===== src/rtl/instruction_fetch.sv =====
// ---------------------------------------------------------------------------
// instruction_fetch
//
// Fetch stage that sits directly in front of instruction decode. It holds the
// program counter, fetches one word at a time from instruction memory over a
// req/ack handshake, and presents that word to decode over a valid/ready
// handshake. When decode consumes an instruction, the next PC is either the
// sequential address or a branch target built from decode's immediate. If
// memory does not answer within MAX_WAIT cycles, a sticky error flag is set.
//
// Parameters:
//   RESET_PC  PC loaded on reset (word aligned)
//   MAX_WAIT  cycles of unanswered request before Fetch_Err sets (1..255)
//
// Ports:
//   Clk           rising-edge clock
//   Rst_n         asynchronous active-low reset
//   Imem_Addr     byte address of the requested word (bits [1:0] always 0)
//   Imem_Req      fetch request to instruction memory
//   Imem_Ack      memory returns Imem_Data this cycle
//   Imem_Data     instruction word, valid while Imem_Ack=1
//   Dec_Ready     decode consumes Instr this cycle
//   Branch_Taken  next PC is the branch target (sampled only on a consume)
//   Branch_Immed  sign-extended word-offset immediate from decode
//   Instr         instruction presented to decode
//   Instr_Valid   Instr holds a valid instruction
//   PC            address of the instruction in Instr / being fetched
//   Fetch_Err     sticky memory-timeout flag
// ---------------------------------------------------------------------------
module instruction_fetch #(
  parameter logic [31:0] RESET_PC = 32'h0000_0000,
  parameter int unsigned MAX_WAIT = 15
) (
  input  logic        Clk,
  input  logic        Rst_n,
  output logic [31:0] Imem_Addr,
  output logic        Imem_Req,
  input  logic        Imem_Ack,
  input  logic [31:0] Imem_Data,
  input  logic        Dec_Ready,
  input  logic        Branch_Taken,
  input  logic [31:0] Branch_Immed,
  output logic [31:0] Instr,
  output logic        Instr_Valid,
  output logic [31:0] PC,
  output logic        Fetch_Err
);

  typedef enum logic [1:0] {
    IDLE  = 2'd0,
    FETCH = 2'd1,
    HOLD  = 2'd2
  } state_t;

  // The wait counter is 8 bits wide and saturates, so MAX_WAIT is compared
  // in the same width.
  localparam logic [7:0]  MAX_WAIT_C  = 8'(MAX_WAIT);
  localparam logic [31:0] RESET_PC_AL = {RESET_PC[31:2], 2'b00};

  state_t      state_q, state_d;
  logic [31:0] pc_q, pc_d;
  logic [31:0] instr_q, instr_d;
  logic        instr_valid_q, instr_valid_d;
  logic        fetch_err_q, fetch_err_d;
  logic [7:0]  wait_cnt_q, wait_cnt_d;

  logic [31:0] pc_plus4;
  logic [31:0] branch_off;
  logic [31:0] pc_next;

  // Next-PC datapath. The shift keeps 32 bits, so the top two immediate bits
  // fall off and the sum wraps modulo 2^32 like a plain two's complement add.
  always_comb begin
    pc_plus4   = pc_q + 32'd4;
    branch_off = Branch_Immed << 2;
    pc_next    = Branch_Taken ? (pc_plus4 + branch_off) : pc_plus4;
  end

  // Next-state and next-register logic for the whole stage. Inputs that do
  // not matter in the current state are simply never looked at there.
  always_comb begin
    state_d       = state_q;
    pc_d          = pc_q;
    instr_d       = instr_q;
    instr_valid_d = instr_valid_q;
    fetch_err_d   = fetch_err_q;
    wait_cnt_d    = wait_cnt_q;

    case (state_q)
      IDLE: begin
        state_d = FETCH;
      end

      FETCH: begin
        if (Imem_Ack) begin
          instr_d       = Imem_Data;
          instr_valid_d = 1'b1;
          wait_cnt_d    = 8'd0;
          state_d       = HOLD;
        end else begin
          // Count unanswered cycles; the request stays up regardless.
          wait_cnt_d = (wait_cnt_q == 8'hFF) ? 8'hFF : (wait_cnt_q + 8'd1);
          if (wait_cnt_d >= MAX_WAIT_C) begin
            fetch_err_d = 1'b1;
          end
        end
      end

      HOLD: begin
        if (Dec_Ready) begin
          instr_valid_d = 1'b0;
          pc_d          = {pc_next[31:2], 2'b00};
          state_d       = FETCH;
        end
      end

      default: begin
        state_d = IDLE;
      end
    endcase
  end

  // State register. Asynchronous reset aborts any fetch in flight, so an ack
  // that arrives while reset is asserted never reaches the datapath.
  always_ff @(posedge Clk or negedge Rst_n) begin
    if (!Rst_n) begin
      state_q       <= IDLE;
      pc_q          <= RESET_PC_AL;
      instr_q       <= 32'd0;
      instr_valid_q <= 1'b0;
      fetch_err_q   <= 1'b0;
      wait_cnt_q    <= 8'd0;
    end else begin
      state_q       <= state_d;
      pc_q          <= pc_d;
      instr_q       <= instr_d;
      instr_valid_q <= instr_valid_d;
      fetch_err_q   <= fetch_err_d;
      wait_cnt_q    <= wait_cnt_d;
    end
  end

  // The request is decoded from state only, so it has no path from inputs
  // and drops together with the state register on reset.
  assign Imem_Req    = (state_q == FETCH);
  assign Imem_Addr   = pc_q;
  assign PC          = pc_q;
  assign Instr       = instr_q;
  assign Instr_Valid = instr_valid_q;
  assign Fetch_Err   = fetch_err_q;

endmodule

===== config.mk =====
export PLATFORM = sky130hd
export DESIGN_NAME = instruction_fetch
export DESIGN_NICKNAME = d
export VERILOG_FILES = /design/src/rtl/instruction_fetch.sv
export SDC_FILE = /design/constraint.sdc
export NUM_CORES = 1
export LEC_CHECK = 0
export CORE_ASPECT_RATIO = 1.25
export CORE_UTILIZATION = 44
export DETAILED_ROUTE_END_ITERATION = 12
export PLACE_DENSITY = 0.82
export SETUP_SLACK_MARGIN = 0.02
export SKIP_LAST_GASP = 1
export SLEW_MARGIN = 40
export SYNTH_ARGS = -nofsm -noshare
export SYNTH_HDL_FRONTEND = slang
export SYNTH_SLANG_ARGS = --single-unit

===== constraint.sdc =====
create_clock -name Clk -period 4.1 [get_ports Clk]
set_input_delay 1.23 -clock Clk [delete_from_list [all_inputs] [get_ports Clk]]
set_output_delay 1.23 -clock Clk [all_outputs]
set_load 0.02 [all_outputs]

==> impl_metrics.yaml <==
cells_and_area:
  final_core_util: 0.6189
  nNetsFinal: 918
  drive_above_1_share: 0.1546
  stdcell_area_um2: 7908
  area_growth_pct: 36.32
  diodes: 0
sta:
  worst_pin_slew_ns: 0.7055
  hold_viol_final: 0
  hold_ws_ns: 0.4837
  clock_skew_ns: 0.008744
  rsz0062_at_grt: "false"
  fin_crit_sh: 0.9552
  fmax_mhz: 255.3
  finalCriticalPeriod_ns: 3.916
  setup_viol: 0
  slew_headroom: 0.5297
  maxSlewViolCount: 0
synthesis:
  ys_types: 66
  ys_ff_latch: 74
  yosys_warnings: 0
  yosys.cell_count.top_type: "dfrtp_1"
  ys_seq_area_frac: 0.3192
  synthTopCellsByArea: "dfrtp_1, ha_1, mux2_2"
  async_flop_share: 1.000
  synth_area_per_cell_um2: 8.897
  synth_ff_type: "dfrtp_1"
  yosysTopAreaCell: "dfrtp_1"
  synth_area_um2: 5801
  syn_inst: 652
  yosys.area.top_type_share: 0.3192
  synth_edf_count: 0
  synthTopCellsByCount: "dfrtp_1, nand2_1, o21ai_0"
global_routing:
  overflow: 0
  grt_pass1_wl_um: 25120
  grt_antenna_before_repair: 0
  grt_pass1_vias: 5379
  grt.total_usage: 0.2278
  grt_max_degree: 75
critical_path:
  setup.worst_path.end_class: "flop"
  critPathSlowestCell: "clkdlybuf4s50_1"
  startpoint_type: "input port"
  worst-path-stages: 13
  slowest_delay_ns: 0.40
  crit_fanout: 3
  required_ns: 4.34
  path_cells: "clkdlybuf4s50_1, ha_1, fa_2, a21o_1, a21o_1, a2111oi_2, buf_4, o21ai_2, a21o_1, buf_4, nand2_1, mux2_2, o221ai_1"
  endpoint: "Imem_Addr[22]$_DFFE_PN0P_"
  arrival_ns: 4.16
  cp_common_cell: "a21o_1"
  reg2reg_depth: 17
  cp-startpoint: "Branch_Immed[0]"
  r2r_start: "Imem_Addr[4]$_DFFE_PN0P_"
  worst-path-buf-inv: 3
  critPathKind: "input port to flop"
  regToRegEndpoint: "Imem_Addr[31]$_DFFE_PN0P_"
  r2r_setup_slack_ns: 0.23
  crit_family: "compound AO/OA/AOI/OAI gates"
die:
  io_pins: 168
  coreArea_um2: 12780
  die_x_um: 104.7
  row_count: 46
  dieArea_um2: 13650
  die_h_um: 130.4
  initial_core_util: 0.4540
run:
  maxCapViolCount: 0
drt:
  drt_iter0_markers: 295
  drt_wl_total_um: 15590
  wire_per_inst_um: 15.86
  vias: 5489
  drc: 0
  dr.pass1.iters: 6
  via_per_inst: 5.584
  drtAntennaViolNets: 0
clock_network:
  worstSkewPairLatency_ns: 0.34
  cts_buffers: 9
  cts_max_path_buffers: 2
  hold_buffers: 0
  cts_tree: "yes"
  clk_pin_slew_ns: 0.06
  cts-root-buf: "clkbuf_16"
  cts.sinks: 74
  cts_max_level: 3
hold_path:
  holdPathStages: 2
  hold_path_class: "flop to flop"
placement:
  dp_hpwl_um: 11510
  place_area_um2: 7555
  port_buffers: 161
  gp_congestion: 0.8633
power_and_ir_drop:
  design_power_total_mw: 6.198
  powerDensity_nw_per_um2: 783.8
  ir_worst_vdd_uv: 406.4
  leakage_nw: 3.471
status:
  status: "finished clean"
-- power breakdown --
part | leakage, nW | switching (mW) | internal (mW)
clock | 0.142 | 0.344 | 0.476
sequential | 0.890 | 0.311 | 1.06
combinational | 2.44 | 2.04 | 1.97
-- registers in the layout, summed over array words and instances (netlist names) --
| register | count |
|---|---|
| Instr | 32 |
| Fetch_Err | 1 |
| wait_cnt_q | 8 |
| Instr_Valid | 1 |
| Imem_Addr | 30 |
| state_q | 2 |
-- cells by family after synthesis --
kind of cell               count (synthesis)  synth area share
xor gates and xnor gates                  50           0.07550
adders and majority gates                 40           0.08714
other                                      1         0.0006465
AOI/OAI and AO/OA                        181            0.1967
DFF                                       74            0.3192
buffers and inverters                     80           0.08520
and+or+nand+nor                          191            0.1680
muxes                                     35           0.06752
-- stage by stage --
step / setup TNS (ns) / setup slack (ns) / std cells
after floorplan: 0 / 0.1359 / 655
after global placement: -2.198 / -0.3515 / 967
after detailed placement: -2.164 / -0.3461 / 967
after CTS: 0 / 0.06878 / 983
after global routing: 0 / 0.02370 / 983
final: 0 / 0.1838 / 983
-- cells in the final DEF, fill, tap and decap left out, drive strengths merged, types with 3 or more instances in the layout --
cell           count
xnor2             27
buf               50
nand2b             3
or3                7
mux2              33
o21bai             5
inv               16
o22a               3
a22oi              7
conb               4
clkbuf             9
o21a               7
and2               5
a31oi             14
xor2              23
nor4               5
nand3             15
a21o              25
nand2             59
and4               4
dfrtp             74
clkinv             3
nor2              43
ha                38
and3              13
a21oi             45
clkdlybuf4s50    159
o21ai             49
nor3              17
nand4             13
-- how the worst min path moves through the flow --
stage | startpoint | end | slack (ns)
floorplan | state_q[0]$_DFFE_PN0P_ | state_q[1]$_DFFE_PN0P_ | 0.49
global placement | Fetch_Err$_DFFE_PN0P_ | Fetch_Err$_DFFE_PN0P_ | 0.46
detailed placement | Instr_Valid$_DFFE_PN0P_ | Instr_Valid$_DFFE_PN0P_ | 0.47
CTS | Instr_Valid$_DFFE_PN0P_ | Instr_Valid$_DFFE_PN0P_ | 0.49
global route | Instr[8]$_DFFE_PN0P_ | Instr[8]$_DFFE_PN0P_ | 0.52
finish | Instr_Valid$_DFFE_PN0P_ | Instr_Valid$_DFFE_PN0P_ | 0.48
-- worst min-delay path: stages (launching register included) --
cell and delay (ns):
dfrtp_1 0.35, nand2_1 0.05, nand2_1 0.05
-- per-layer routing --
metal | global-route usage | up-vias | share of wire
met3 | 0.04911 | 33 | 0.067
met1 | 0.2675 | 2627 | 0.40
met4 | 0.08782 | 0 | 0.023
li1 | - | 2624 | -
met5 | 0 | - | 0
met2 | 0.4090 | 205 | 0.51
-- timing repair --
| action | CTS | global route |
|---|---|---|
| pin swaps | 1 | 3 |
| buffers inserted | 0 | 0 |
| gates resized for setup | 2 | 12 |
| endpoints found under the setup margin | 3 | 7 |
-- cell type report --
type                            instances  area, µm²
Sequential cell                        74       1853
Tap cell                              168      210.2
Fill cell                            1127       4870
Timing Repair Buffer                  209       1968
Inverter                               15      56.30
Clock buffer                            9      225.2
Clock inverter                          7      76.32
Multi-Input combinational cell        501       3518
(Power assumes the default switching activity.)
